**src/rtl/spi_flash_seq_pkg.sv**
```systemverilog
// Shared definitions for the SPI flash command sequencer. The command codes are also
// used by the flash controller and its bench.
package spi_flash_seq_pkg;

  typedef enum logic [2:0] {
    CMD_IDLE      = 3'b000,
    CMD_WRITE_CMD = 3'b001,
    CMD_RD_STATUS = 3'b010,
    CMD_WR_DATA   = 3'b011,
    CMD_RD_DATA   = 3'b100
  } cmd_e;

  typedef enum logic [3:0] {
    S_IDLE    = 4'd0,
    S_WREN    = 4'd1,
    S_CHK_WEL = 4'd2,
    S_PROG    = 4'd3,
    S_POLL    = 4'd4,
    S_READ    = 4'd5,
    S_GAP     = 4'd6,
    S_DONE    = 4'd7,
    S_ERR     = 4'd8
  } state_e;

  localparam int STATUS_WIP_BIT = 0;
  localparam int STATUS_WEL_BIT = 1;

  localparam logic [1:0] ERR_NONE    = 2'b00;
  localparam logic [1:0] ERR_WEL     = 2'b01;
  localparam logic [1:0] ERR_TIMEOUT = 2'b10;

  // Command issued on entry to a state; CMD_IDLE marks a state that issues nothing.
  function automatic cmd_e state_cmd(input state_e s);
    case (s)
      S_WREN:    return CMD_WRITE_CMD;
      S_CHK_WEL: return CMD_RD_STATUS;
      S_PROG:    return CMD_WR_DATA;
      S_POLL:    return CMD_RD_STATUS;
      S_READ:    return CMD_RD_DATA;
      default:   return CMD_IDLE;
    endcase
  endfunction

endpackage

```
**src/rtl/spi_flash_seq_cmd_issue.sv**
```systemverilog
// Command handshake towards the flash controller: holds controll/enable until ctrl_done,
// then times the idle gap and returns a one-cycle cmd_ack when the gap has elapsed.
module spi_flash_seq_cmd_issue
  import spi_flash_seq_pkg::*;
#(
  parameter int GAP_CYCLES = 2
) (
  input  logic       clk_i,
  input  logic       rst_ni,
  input  logic       issue_i,
  input  logic [2:0] code_i,
  input  logic       ctrl_done_i,
  output logic [2:0] controll_o,
  output logic       enable_o,
  output logic       cmd_done_o,
  output logic       cmd_ack_o
);

  localparam int GW = $clog2(GAP_CYCLES + 1);
  localparam logic [GW-1:0] GAP_LOAD = GW'(GAP_CYCLES - 1);

  logic [2:0]    ctrl_q, ctrl_d;
  logic          en_q, en_d;
  logic          gap_q, gap_d;
  logic [GW-1:0] cnt_q, cnt_d;

  assign cmd_done_o = en_q & ctrl_done_i;
  assign cmd_ack_o  = gap_q & (cnt_q == '0);
  assign controll_o = ctrl_q;
  assign enable_o   = en_q;

  always_comb begin
    ctrl_d = ctrl_q;
    en_d   = en_q;
    gap_d  = gap_q;
    cnt_d  = cnt_q;
    if (gap_q) begin
      if (cnt_q == '0) gap_d = 1'b0;
      else             cnt_d = cnt_q - GW'(1);
    end
    if (cmd_done_o) begin
      ctrl_d = CMD_IDLE;
      en_d   = 1'b0;
      gap_d  = 1'b1;
      cnt_d  = GAP_LOAD;
    end
    // A new command is only requested on an idle interface (start in idle, or gap expiry).
    if (issue_i) begin
      ctrl_d = code_i;
      en_d   = 1'b1;
    end
  end

  always_ff @(posedge clk_i or negedge rst_ni) begin
    if (!rst_ni) begin
      ctrl_q <= CMD_IDLE;
      en_q   <= 1'b0;
      gap_q  <= 1'b0;
      cnt_q  <= '0;
    end else begin
      ctrl_q <= ctrl_d;
      en_q   <= en_d;
      gap_q  <= gap_d;
      cnt_q  <= cnt_d;
    end
  end

endmodule

```
**src/rtl/spi_flash_seq.sv**
```systemverilog
// Sequencer turning a PROGRAM/READ start into the flash controller command chain,
// with bounded WEL and WIP polling and a done/err report to system control.
module spi_flash_seq
  import spi_flash_seq_pkg::*;
#(
  parameter int POLL_MAX   = 20000,
  parameter int WEL_RETRY  = 4,
  parameter int GAP_CYCLES = 2
) (
  input  logic       clk,
  input  logic       rst,
  input  logic       start,
  input  logic       op,
  output logic [2:0] controll,
  output logic       enable,
  input  logic       ctrl_done,
  input  logic [7:0] ctrl_status,
  output logic       busy,
  output logic       done,
  output logic       err,
  output logic [1:0] err_code
);

  localparam int WW = $clog2(WEL_RETRY + 1);
  localparam int PW = $clog2(POLL_MAX + 1);
  localparam logic [WW-1:0] WEL_LIMIT  = WW'(WEL_RETRY);
  localparam logic [PW-1:0] POLL_LIMIT = PW'(POLL_MAX);

  state_e        state_q, state_d;
  state_e        next_q, next_d;
  logic [WW-1:0] wel_cnt_q, wel_cnt_d, wel_inc;
  logic [PW-1:0] poll_cnt_q, poll_cnt_d, poll_inc;
  logic [1:0]    err_code_q, err_code_d;
  logic          issue;
  cmd_e          issue_code;
  logic          cmd_done, cmd_ack;
  logic          status_unused;

  assign status_unused = ^ctrl_status[7:2];

  assign wel_inc  = (wel_cnt_q < WEL_LIMIT) ? wel_cnt_q + WW'(1) : wel_cnt_q;
  assign poll_inc = (poll_cnt_q < POLL_LIMIT) ? poll_cnt_q + PW'(1) : poll_cnt_q;

  spi_flash_seq_cmd_issue #(
    .GAP_CYCLES(GAP_CYCLES)
  ) u_cmd_issue (
    .clk_i      (clk),
    .rst_ni     (rst),
    .issue_i    (issue),
    .code_i     (issue_code),
    .ctrl_done_i(ctrl_done),
    .controll_o (controll),
    .enable_o   (enable),
    .cmd_done_o (cmd_done),
    .cmd_ack_o  (cmd_ack)
  );

  always_comb begin
    state_d    = state_q;
    next_d     = next_q;
    wel_cnt_d  = wel_cnt_q;
    poll_cnt_d = poll_cnt_q;
    err_code_d = err_code_q;
    issue      = 1'b0;
    issue_code = CMD_IDLE;
    case (state_q)
      S_IDLE: begin
        if (start) begin
          wel_cnt_d  = '0;
          poll_cnt_d = '0;
          err_code_d = ERR_NONE;
          state_d    = op ? S_READ : S_WREN;
          issue      = 1'b1;
          issue_code = op ? CMD_RD_DATA : CMD_WRITE_CMD;
        end
      end
      S_WREN: begin
        if (cmd_done) begin
          next_d  = S_CHK_WEL;
          state_d = S_GAP;
        end
      end
      S_CHK_WEL: begin
        if (cmd_done) begin
          state_d = S_GAP;
          if (ctrl_status[STATUS_WEL_BIT]) begin
            next_d = S_PROG;
          end else begin
            wel_cnt_d = wel_inc;
            if (wel_inc == WEL_LIMIT) begin
              next_d     = S_ERR;
              err_code_d = ERR_WEL;
            end else begin
              next_d = S_CHK_WEL;
            end
          end
        end
      end
      S_PROG: begin
        if (cmd_done) begin
          next_d  = S_POLL;
          state_d = S_GAP;
        end
      end
      S_POLL: begin
        if (cmd_done) begin
          state_d = S_GAP;
          if (!ctrl_status[STATUS_WIP_BIT]) begin
            next_d = S_DONE;
          end else begin
            poll_cnt_d = poll_inc;
            if (poll_inc == POLL_LIMIT) begin
              next_d     = S_ERR;
              err_code_d = ERR_TIMEOUT;
            end else begin
              next_d = S_POLL;
            end
          end
        end
      end
      S_READ: begin
        if (cmd_done) begin
          next_d  = S_DONE;
          state_d = S_GAP;
        end
      end
      S_GAP: begin
        // Every exit from a command state passes here, so done/err also trail the gap.
        if (cmd_ack) begin
          state_d    = next_q;
          issue_code = state_cmd(next_q);
          issue      = (issue_code != CMD_IDLE);
        end
      end
      S_DONE:  state_d = S_IDLE;
      S_ERR:   state_d = S_IDLE;
      default: state_d = S_IDLE;
    endcase
  end

  always_ff @(posedge clk or negedge rst) begin
    if (!rst) begin
      state_q    <= S_IDLE;
      next_q     <= S_IDLE;
      wel_cnt_q  <= '0;
      poll_cnt_q <= '0;
      err_code_q <= ERR_NONE;
    end else begin
      state_q    <= state_d;
      next_q     <= next_d;
      wel_cnt_q  <= wel_cnt_d;
      poll_cnt_q <= poll_cnt_d;
      err_code_q <= err_code_d;
    end
  end

  assign busy     = (state_q != S_IDLE) && (state_q != S_DONE) && (state_q != S_ERR);
  assign done     = (state_q == S_DONE);
  assign err      = (state_q == S_ERR);
  assign err_code = err_code_q;

endmodule
```
**config.mk**
```make
export PLATFORM = sky130hd
export DESIGN_NAME = spi_flash_seq
export DESIGN_NICKNAME = d
export VERILOG_FILES = /design/src/rtl/spi_flash_seq_pkg.sv /design/src/rtl/spi_flash_seq_cmd_issue.sv /design/src/rtl/spi_flash_seq.sv
export SDC_FILE = /design/constraint.sdc
export NUM_CORES = 1
export LEC_CHECK = 0
export BUFFER_PORTS_ARGS = -buffer_cell sky130_fd_sc_hd__buf_2
export CORE_MARGIN = 2
export CORE_UTILIZATION = 39
export DETAILED_ROUTE_END_ITERATION = 10
export HOLD_SLACK_MARGIN = 0.1
export PLACE_DENSITY = 0.65
export SLEW_MARGIN = 15
export SYNTH_ARGS = -nofsm -noshare
export SYNTH_HDL_FRONTEND = slang
export SYNTH_HIERARCHICAL = 1
export SYNTH_SLANG_ARGS = --single-unit
```
**constraint.sdc**
```tcl
create_clock -name clk -period 2.31 [get_ports clk]
set_input_delay 0.462 -clock clk [delete_from_list [all_inputs] [get_ports clk]]
set_output_delay 0.462 -clock clk [all_outputs]
set_load 0.005 [all_outputs]
```
==> summary.txt, run 1 <==
Run status
  – Result of the run: finished clean

Critical path
  – Reg-to-reg setup timing slack: 0.16 ns
  – Maximum fanout along the worst path: 12
  – Series of cell instances along the critical path: buf_4, or3_1, nor2_1, buf_2
  – Max incr delay on CP: 0.51 ns
  – Critical path capture point type: output pin
  – Classification of the worst setup path: flip-flop to output pin
  – Slowest cell on crit path: sky130_fd_sc_hd__dfrtp_1
  – Worst path arrival time: 1.70 ns
  – Worst reg2reg path depth: 6
  – Critical path buffers and inverters: 2
  – RR Startpoint: poll_cnt_q[0]
  – Kind of start point of the critical path: flip-flop
  – Delay-heaviest family, CP: simple AND/OR/NAND/NOR gates
  – Worst reg2reg endpoint: next_q[2]
  – Required arrival time at the worst endpoint: 1.85 ns

Clocking
  – Buffers from clock root to sink, at most: 2
  – Number of buffers added for setup after CTS: 0
  – TritonCTS clock tree: yes
  – Clk sink count: 35
  – Reg clk slew, reported paths: 0.08 ns
  – Clock tree root driver cell: sky130_fd_sc_hd__clkbuf_8
  – H-tree lvl count: 2
  – Clock insertion delay at the later pin of the skew report: 0.30 ns
  – Inserted Clock Buffers: 5

Die
  – Core area: 5960 sq um
  – Die span in y: 82.7 microns
  – I/O pins: 22
  – Chip Width: 82.7 microns
  – Starting utilization of the core area: 40.6%
  – Number of placement rows: 28
  – DIE AREA: 6840 sq um

Synth
  – Leading register cell type out of synthesis: sky130_fd_sc_hd__dfrtp_1
  – Number of library cell types mapped by synthesis: 71
  – Synth warn: 6
  – Post-synthesis sequential area ratio: 36.2%
  – Post-Synthesis Cell Area: 2420 sq um
  – Number of enable-type register cells in the synthesized netlist: 0
  – Cell count after synthesis: 278
  – Flip-flop and latch count after synthesis: 35
  – Total nets after synthesis: 294
  – Fraction of synthesis flops using an asynchronous set or reset pin: 100%
  – Syn avg cell area: 8.70 sq um

Global routing
  – Met3 track utilization from global routing: 3.80%
  – Wire length of the first global-routing pass: 9580 microns
  – Maximum number of pins on one net before global-route repair: 36
  – Overflow left after global routing: 0
  – Number of global-route vias before repair: 1995
  – Met1 usage in global routing: 24.3%
  – Grt peak-use layer: met2
  – Met2 routing resource usage after global routing: 30.1%
  – GRT Resource Usage Total: 18.3%
  – Antenna violations before repair: 0

Placed design
  – Final weighted congestion in routability-driven placement: 0.839
  – Count of input and output buffers: 15
  – Detailed Place HPWL: 4050 microns
  – Post-placement worst setup slack: 0.142 ns
  – Total placed cells including tap cells: 360

Power and ir drop
  – Peak supply drop: 0.503 mV
  – Power density cells: 949 nW/um^2
  – Post-layout power: 0.00253 W
  – Standby leakage power: 1.17 nW

STA
  – Maximum clock skew at final layout: 0.0146 ns
  – Slew Limit Fails: 0
  – Unrepaired setup endpoints after global routing: no
  – Relative max-transition margin: 45.6%
  – Sum of negative setup slack: 0 ns
  – Hold violation count in the final report: 0
  – Final setup slack of the worst path: 0.148 ns
  – Setup violators final: 0
  – Time the final worst path needs with I/O delays and setup: 2.16 ns
  – Transition time at the pin with the least slew margin: 0.816 ns
  – Maximum clock frequency: 463 MHz
  – Tcrit/Tclk final: 93.6%

Route
  – Router iterations before antenna repair: 4
  – Post-route DRC: 0
  – Avg WL per Cell: 15.3 microns
  – Via-per-instance ratio: 5.79
  – Detailed Route Iter0 Violations: 129
  – Via count: 2132
  – Total Routed Length: 5640 microns
  – Final antenna-violating net count: 0

Job
  – Number of maximum-capacitance constraint violations: 0

Layout
  – Post-Layout Cell Count: 368
  – Share of cells above drive strength 1: 19.1%
  – Number of nets in the finished design: 308
  – Diodes inserted: 0
  – Highest-count cells in the layout ignoring fill and taps: sky130_fd_sc_hd__dfrtp_1, sky130_fd_sc_hd__nand2_1, sky130_fd_sc_hd__o21ai_0, sky130_fd_sc_hd__nor2_1, sky130_fd_sc_hd__buf_2
  – Area grow syn2layout: 10.4%
  – Leading cell type in the layout, fill and taps excluded: sky130_fd_sc_hd__dfrtp_1

Min path
  – Worst hold path type: input pin to asynchronous set/reset pin
synthesized netlist by cell type (all sizes together), types with 2 or more instances:
cell      n  area (sq um)
dfrtp    35           876
nand2    30           115
o21ai    25           129
nor2     24          92.6
buf      11          90.1
a21oi    10          50.1
inv       9          33.8
clkbuf    8          31.3
a31oi     7          43.8
and3      7          43.8
nor3      7          35.0
and2      6          38.8
nand4     6          43.8
nor2b     6          45.0
o31ai     6          45.0
a21o      5          37.5
a41oi     5          43.8
nor4      5          46.3
and4      4          37.5
nand3     4          20.0
o211ai    4          30.0
ha        3          37.5
o2111ai   3          32.5
o21a      3          22.5
o22ai     3          18.8
xnor2     3          26.3
a211oi    2          20.0
a32o      2          20.0
and2b     2          17.5
mux2      2          26.3
nand2b    2          12.5
nand3b    2          15.0
nor3b     2          15.0
o41ai     2          17.5
or2       2          12.5
xor2      2          17.5
kinds of logic after synthesis:
group	synth area share, %
multiplexers	1.50
flip-flops	36.2
XOR/XNOR	1.81
adder cells (fa/ha/maj)	1.55
AO/OA/AOI/OAI	25.4
AND/OR/NAND/NOR	27.1
buffers and inverters	6.42
worst register-to-register path, delay by kind of cell, from the launching register on:
family                   cells  cell delay [ns]
AO/OA/AOI/OAI                3             0.68
AND/OR/NAND/NOR              2             0.66
flip-flops                   1             0.44
adder cells (fa/ha/maj)      1             0.26
sequential cells by signal (all words and copies together) (netlist names):
name                    count
poll_cnt_q                 15
next_q                      4
state_q                     4
u_cmd_issue/controll_o      3
wel_cnt_q                   3
err_code                    2
u_cmd_issue/cnt_q           2
u_cmd_issue/enable_o        1
u_cmd_issue/gap_q           1
worst max-delay path by stage:
stage	startpoint	endpoint	slack, ns	cells past startpoint
6_report	state_q[2]	err	0.15	4
5_1_grt	poll_cnt_q[0]	next_q[2]	0.004	6
4_1_cts	poll_cnt_q[0]	next_q[2]	0.13	6
3_5_place_dp	poll_cnt_q[0]	next_q[2]	0.14	6
3_3_place_gp	poll_cnt_q[0]	next_q[2]	0.20	6
2_1_floorplan	poll_cnt_q[0]	next_q[2]	0.34	6
routing by layer:
metal  part of all wire (%)  vias up
li1                       -     1063
met1                     48     1015
met2                     47       50
met3                    4.4        4
met4                   0.73        0
met5                      0        -
what timing repair did:
| action | 4_1_cts | 5_1_grt |
|---|---|---|
| gates resized for setup | 0 | 1 |
| endpoints found under the setup margin | 0 | 1 |
| hold buffers | 0 | 0 |
| hold endpoints to repair | 0 | 0 |
layout make-up:
type	count	area (sq um)
Fill cell	601	3290
Multi-Input combinational cell	215	1390
Sequential cell	35	876
Timing Repair Buffer	26	158
Tap cell	75	93.8
Clock buffer	6	82.6
Clock inverter	2	35.0
Inverter	9	33.8
power by group:
group,internal (W),leakage (nW),switching [W]
registers,0.000738,0.461,0.000205
clock network,0.000349,0.0612,0.000228
logic,0.000478,0.649,0.000533
metrics by stage:
| step | util [%] | cell area (sq um) | hold slack [ns] |
|---|---|---|---|
| finish | 44.8 | 2670 | 0.250 |
| global route | 44.8 | 2670 | 0.334 |
| CTS | 44.7 | 2670 | 0.285 |
| detailed placement | 42.8 | 2550 | 0.517 |
| global placement | 42.8 | 2550 | 0.501 |
| floorplan | - | 2420 | 0.166 |
Note: power is estimated with default switching activity, not from simulation.
==> run 2: changes to the inputs <==
==> constraint.sdc (replaced) <==
create_clock -name clk -period 2.1 [get_ports clk]
set_input_delay 0.42 -clock clk [delete_from_list [all_inputs] [get_ports clk]]
set_output_delay 0.42 -clock clk [all_outputs]
set_load 0.005 [all_outputs]
==> run 2 against run 1 <==
Die area stayed put; critical path depth grew 2; core utilization increased by 2.1 points; total power is 14% higher; clock skew down 0.0029 ns; setup slack worse by 0.078 ns; count of clock-buffer cells in the layout unchanged; sequential power increased by 7%; design area grew 4.8%; cell count is 4.1% higher.
==> summary.txt, run 2 (same netlist as run 1, synthesis figures left out) <==
Placed design
  – Detailed Place HPWL: 4450 microns
  – Cell area after placement: 2660 sq um
  – Final weighted congestion in routability-driven placement: 0.891
  – Post-placement worst setup slack: -0.00490 ns
  – Count of input and output buffers: 15

Clocking
  – H-tree lvl count: 2
  – Reg clk slew, reported paths: 0.08 ns
  – Count of cells resized by post-cts repair: 0
  – Number of buffers added for setup after CTS: 0
  – Clock insertion delay at the later pin of the skew report: 0.30 ns
  – Inserted Clock Buffers: 5
  – Number of hold buffers added after cts: 0
  – Buffers from clock root to sink, at most: 2
  – Clk sink count: 35
  – TritonCTS clock tree: yes
  – Clock tree root driver cell: sky130_fd_sc_hd__clkbuf_8

STA
  – Setup violators final: 0
  – Relative max-transition margin: 45.3%
  – Final setup slack of the worst path: 0.0705 ns
  – Unrepaired setup endpoints after global routing: no
  – Maximum clock skew at final layout: 0.0116 ns
  – Slew Limit Fails: 0
  – Hold violation count in the final report: 0
  – Maximum clock frequency: 493 MHz
  – Transition time at the pin with the least slew margin: 0.821 ns
  – Tcrit/Tclk final: 96.6%
  – Time the final worst path needs with I/O delays and setup: 2.03 ns

Critical path
  – CP endpoint: next_q[2]
  – Worst reg2reg endpoint: next_q[2]
  – Kind of start point of the critical path: flip-flop
  – Required arrival time at the worst endpoint: 2.29 ns
  – Worst reg2reg path depth: 6
  – Reg-to-reg setup timing slack: 0.07 ns
  – Maximum fanout along the worst path: 12
  – RR Startpoint: poll_cnt_q[1]
  – Worst path arrival time: 2.22 ns
  – Classification of the worst setup path: flip-flop to flip-flop
  – Beginning of the critical path: poll_cnt_q[1]
  – Critical path capture point type: flip-flop

Die
  – Chip Width: 82.7 microns
  – Starting utilization of the core area: 40.6%
  – DIE AREA: 6840 sq um
  – I/O pins: 22
  – Die span in y: 82.7 microns
  – Number of placement rows: 28
  – Core area: 5960 sq um

Route
  – Total Routed Length: 6120 microns
  – Router iterations before antenna repair: 5
  – Avg WL per Cell: 16.0 microns
  – Via-per-instance ratio: 5.83
  – Post-route DRC: 0
  – Final antenna-violating net count: 0
  – Detailed Route Iter0 Violations: 144
  – Via count: 2231

Layout
  – Register with the most flip-flops: poll_cnt_q
  – Number of nets in the finished design: 323
  – Flip-flop count of the largest register, all copies and words added: 15
  – Registers with the highest flip-flop counts: poll_cnt_q x15, next_q x4, state_q x4
  – Utilization after layout: 46.9%
  – Diodes inserted: 0
  – Leading cell type in the layout, fill and taps excluded: sky130_fd_sc_hd__dfrtp_1
  – Post-Layout Inst Area: 2800 sq um
  – Share of cells above drive strength 1: 23.7%
  – Area grow syn2layout: 15.6%
  – Highest-count cells in the layout ignoring fill and taps: sky130_fd_sc_hd__dfrtp_1, sky130_fd_sc_hd__nand2_1, sky130_fd_sc_hd__buf_4, sky130_fd_sc_hd__o21ai_0, sky130_fd_sc_hd__nor2_1

Global routing
  – Number of global-route vias before repair: 2120
  – Overflow left after global routing: 0
  – Wire length of the first global-routing pass: 10400 microns
  – Maximum number of pins on one net before global-route repair: 36
  – Antenna violations before repair: 0
  – GRT Resource Usage Total: 19.9%

Power and ir drop
  – Power density cells: 1040 nW/um^2
  – Peak supply drop: 0.642 mV
  – Standby leakage power: 1.25 nW

Job
  – Number of maximum-capacitance constraint violations: 0

Run status
  – Result of the run: finished clean

Min path
  – Worst hold path type: input pin to asynchronous set/reset pin
run 2: cell types whose count changed in the layout (fill, tap and decap cells not counted), sizes merged:
cell / change
buf: +15
run 2: cell type report:
cell class                 instances  area (sq um)
sequential                        35           877
clock buffer                       6          82.6
clock inverter                     2          35.0
multi-input combinational        215          1400
tap                               75          93.8
fill                             600          3160
inverter                           9          33.8
timing repair buffer              41           270
run 2: worst min path at each step:
| stage | startpoint | to | slack (ns) | cells after the start |
|---|---|---|---|---|
| 2_1_floorplan | rst | err_code[0] | 0.12 | 0 |
| 3_3_place_gp | u_cmd_issue/enable_o | u_cmd_issue/enable_o | 0.50 | 1 |
| 3_5_place_dp | u_cmd_issue/enable_o | u_cmd_issue/enable_o | 0.51 | 1 |
| 4_1_cts | rst | u_cmd_issue/controll_o[0] | 0.24 | 1 |
| 5_1_grt | rst | state_q[1] | 0.28 | 1 |
| 6_report | rst | state_q[1] | 0.21 | 1 |
run 2: routing by layer:
| metal | vias to the layer above | part of all wire [%] | track usage [%] | wire [microns] |
|---|---|---|---|---|
| met5 | - | 0 | 0 | 0 |
| met4 | 0 | 1.0 | 5.41 | 61 |
| met3 | 5 | 4.4 | 3.91 | 272 |
| met2 | 69 | 49 | 33.4 | 3010 |
| met1 | 1068 | 45 | 26.2 | 2770 |
| li1 | 1089 | - | - | - |
run 2: worst max-delay path, cell delays in order (launching register included):
cell,delay (ns)
sky130_fd_sc_hd__dfrtp_1,0.41
sky130_fd_sc_hd__buf_4,0.15
sky130_fd_sc_hd__and4_4,0.19
sky130_fd_sc_hd__or4b_4,0.49
sky130_fd_sc_hd__a21boi_2,0.14
sky130_fd_sc_hd__o2111ai_2,0.20
sky130_fd_sc_hd__o31a_1,0.34
run 2: power breakdown:
part | internal, W | total, W | leakage [nW] | switching, W
combinational | 0.000581 | 0.00124 | 0.728 | 0.000655
sequential | 0.000814 | 0.00101 | 0.461 | 0.000194
clock | 0.000384 | 0.000653 | 0.0612 | 0.000269
total | 0.00178 | 0.00290 | 1.25 | 0.00112
run 2: through the flow:
| step | std cells | TNS (ns) | hold WS [ns] | power (W) |
|---|---|---|---|---|
| after floorplan | 278 | 0 | 0.124 | 0.00186 |
| after global placement | 375 | 0 | 0.499 | 0.00220 |
| after detailed placement | 375 | -0.00490 | 0.509 | 0.00224 |
| after CTS | 383 | 0 | 0.238 | 0.00289 |
| after global routing | 383 | 0 | 0.281 | 0.00312 |
| final | 383 | 0 | 0.206 | 0.00290 |
==> run 3: changes to the inputs <==
--- a/config.mk
+++ b/config.mk
@@ -5,6 +5,7 @@
 export SDC_FILE = /design/constraint.sdc
 export NUM_CORES = 1
 export LEC_CHECK = 0
+export ABC_CLOCK_PERIOD_IN_PS = 2390
 export BUFFER_PORTS_ARGS = -buffer_cell sky130_fd_sc_hd__buf_2
 export CORE_MARGIN = 2
 export CORE_UTILIZATION = 39
==> constraint.sdc (replaced) <==
create_clock -name clk -period 2.39 [get_ports clk]
set_input_delay 0.478 -clock clk [delete_from_list [all_inputs] [get_ports clk]]
set_output_delay 0.478 -clock clk [all_outputs]
set_load 0.005 [all_outputs]
==> run 3 against run 2 <==
Register-to-register slack gained 0.12 ns; cell count shrank 3.4%; global-route usage fell by 1.2 points; sequential cell count unchanged; clock power fell by 34%; sequential power is 13% lower; count of clock-buffer cells in the layout unchanged; non-clock buffer count down 13; highest routed layer unchanged.
==> summary.txt, run 3 (same netlist as run 1, synthesis figures left out) <==
Die
  – Core area: 5960 sq um
  – Chip Width: 82.7 microns
  – DIE AREA: 6840 sq um
  – Number of placement rows: 28
  – I/O pins: 22
  – Starting utilization of the core area: 40.6%
  – Die span in y: 82.7 microns

Critical path
  – Reg-to-reg setup timing slack: 0.19 ns
  – Maximum fanout along the worst path: 7
  – Worst path arrival time: 2.39 ns
  – Classification of the worst setup path: flip-flop to flip-flop
  – RR Startpoint: poll_cnt_q[0]
  – Critical path capture point type: flip-flop
  – Kind of start point of the critical path: flip-flop
  – Beginning of the critical path: poll_cnt_q[0]
  – Required arrival time at the worst endpoint: 2.58 ns

Clocking
  – Reg clk slew, reported paths: 0.08 ns
  – Count of cells resized by post-cts repair: 0
  – TritonCTS clock tree: yes
  – Clock insertion delay at the later pin of the skew report: 0.30 ns
  – Number of buffers added for setup after CTS: 0
  – H-tree lvl count: 2
  – Number of hold buffers added after cts: 0
  – Inserted Clock Buffers: 5
  – Clock tree root driver cell: sky130_fd_sc_hd__clkbuf_8
  – Buffers from clock root to sink, at most: 2
  – Clk sink count: 35

Layout
  – Sequential cell area: 876 sq um
  – Share of cells above drive strength 1: 19.0%
  – # fillers: 591
  – Leading cell type in the layout, fill and taps excluded: sky130_fd_sc_hd__dfrtp_1
  – Flip-flop count of the largest register, all copies and words added: 15
  – Registers with the highest flip-flop counts: poll_cnt_q x15, next_q x4, state_q x4
  – Register with the most flip-flops: poll_cnt_q
  – Multi-input gate area: 1390 sq um
  – Area grow syn2layout: 9.52%
  – Highest-count cells in the layout ignoring fill and taps: sky130_fd_sc_hd__dfrtp_1, sky130_fd_sc_hd__nand2_1, sky130_fd_sc_hd__o21ai_0, sky130_fd_sc_hd__nor2_1, sky130_fd_sc_hd__buf_2
  – Diodes inserted: 0
  – Number of nets in the finished design: 310

Global routing
  – Overflow left after global routing: 0
  – Number of global-route vias before repair: 1974
  – Maximum number of pins on one net before global-route repair: 36
  – Antenna violations before repair: 0
  – GRT Resource Usage Total: 18.7%
  – Wire length of the first global-routing pass: 9630 microns

Run status
  – Result of the run: finished clean

Job
  – Number of maximum-capacitance constraint violations: 0

Min path
  – Worst hold path type: input pin to asynchronous set/reset pin

Power and ir drop
  – Power density cells: 882 nW/um^2
  – Post-layout power: 0.00234 W
  – Peak supply drop: 0.444 mV
  – Combinational group share of total power: 44.2%
  – Net switching fraction of the power: 40.7%
  – Sw Pwr: 0.000950 W
  – Internal power contribution: 0.00138 W
  – Register share of total power: 37.4%
  – Standby leakage power: 1.16 nW
  – Clk network pwr share: 18.4%

Route
  – Via count: 2177
  – Router iterations before antenna repair: 4
  – Via-per-instance ratio: 5.88
  – Detailed Route Iter0 Violations: 167
  – Post-route DRC: 0
  – Total Routed Length: 5680 microns
  – Avg WL per Cell: 15.3 microns
  – Final antenna-violating net count: 0

STA
  – Time the final worst path needs with I/O delays and setup: 2.20 ns
  – Unrepaired setup endpoints after global routing: no
  – Maximum clock frequency: 455 MHz
  – Slew Limit Fails: 0
  – Hold violation count in the final report: 0
  – Maximum clock skew at final layout: 0.0104 ns
  – Sum of negative setup slack: 0 ns
  – Setup violators final: 0
  – Tcrit/Tclk final: 91.9%
  – Transition time at the pin with the least slew margin: 0.763 ns
  – Relative max-transition margin: 49.1%

Placed design
  – Count of input and output buffers: 15
  – Detailed Place HPWL: 4080 microns
  – Final weighted congestion in routability-driven placement: 0.860
-- run 3: final cells by class --
type	instances	area share (%)
Multi-Input combinational cell	215	52.4
Inverter	9	1.28
Tap cell	75	3.54
Clock inverter	2	0.473
Timing Repair Buffer	28	6.52
Clock buffer	6	2.74
Sequential cell	35	33.1
-- run 3: final timing paths --
kind                                         to  cells after the start
setup / recovery                      next_q[2]                      6
hold / removal                       state_q[1]                      1
setup reg to reg                      next_q[2]                      6
hold reg to reg            u_cmd_issue/enable_o                      1
max in group asynchronous         poll_cnt_q[1]                      1
min in group clk           u_cmd_issue/cnt_q[0]                      3
-- run 3: per-stage QoR --
step | instance area, sq um | setup slack (ns) | std cells | util [%] | hold WS [ns]
after CTS | 2650 | 0.176 | 370 | 44.5 | 0.292
final | 2650 | 0.193 | 370 | 44.5 | 0.242
after floorplan | 2420 | 0.423 | 278 | - | 0.182
after global routing | 2650 | 0.0727 | 370 | 44.5 | 0.330
after global placement | 2560 | 0.269 | 362 | 43.0 | 0.501
after detailed placement | 2560 | 0.179 | 362 | 43.0 | 0.511
-- run 3: critical path: stages (launching register included) --
cell and delay [ns]:
sky130_fd_sc_hd__dfrtp_1 0.44, sky130_fd_sc_hd__ha_1 0.26, sky130_fd_sc_hd__nand3_1 0.14, sky130_fd_sc_hd__or4b_1 0.56, sky130_fd_sc_hd__a21boi_2 0.16, sky130_fd_sc_hd__o2111ai_2 0.21
sky130_fd_sc_hd__o31a_1 0.34
-- run 3: metal layers --
| metal | GRT usage (%) | share of wire [%] |
|---|---|---|
| met2 | 29.9 | 47 |
| met1 | 25.9 | 48 |
| met4 | 3.44 | 0.79 |
| met5 | 0 | 0 |
| met3 | 4.57 | 4.2 |
-- run 3: power by group through the flow --
| stage | Sequential [W] | Combinational, W | Clock, W |
|---|---|---|---|
| after global placement | 0.000874 | 0.00101 | 0 |
| final | 0.000874 | 0.00103 | 0.000430 |
| after CTS | 0.000870 | 0.00103 | 0.000449 |
| after detailed placement | 0.000878 | 0.00103 | 0 |
| after floorplan | 0.000817 | 0.000813 | 0 |
| after global routing | 0.000892 | 0.00116 | 0.000487 |
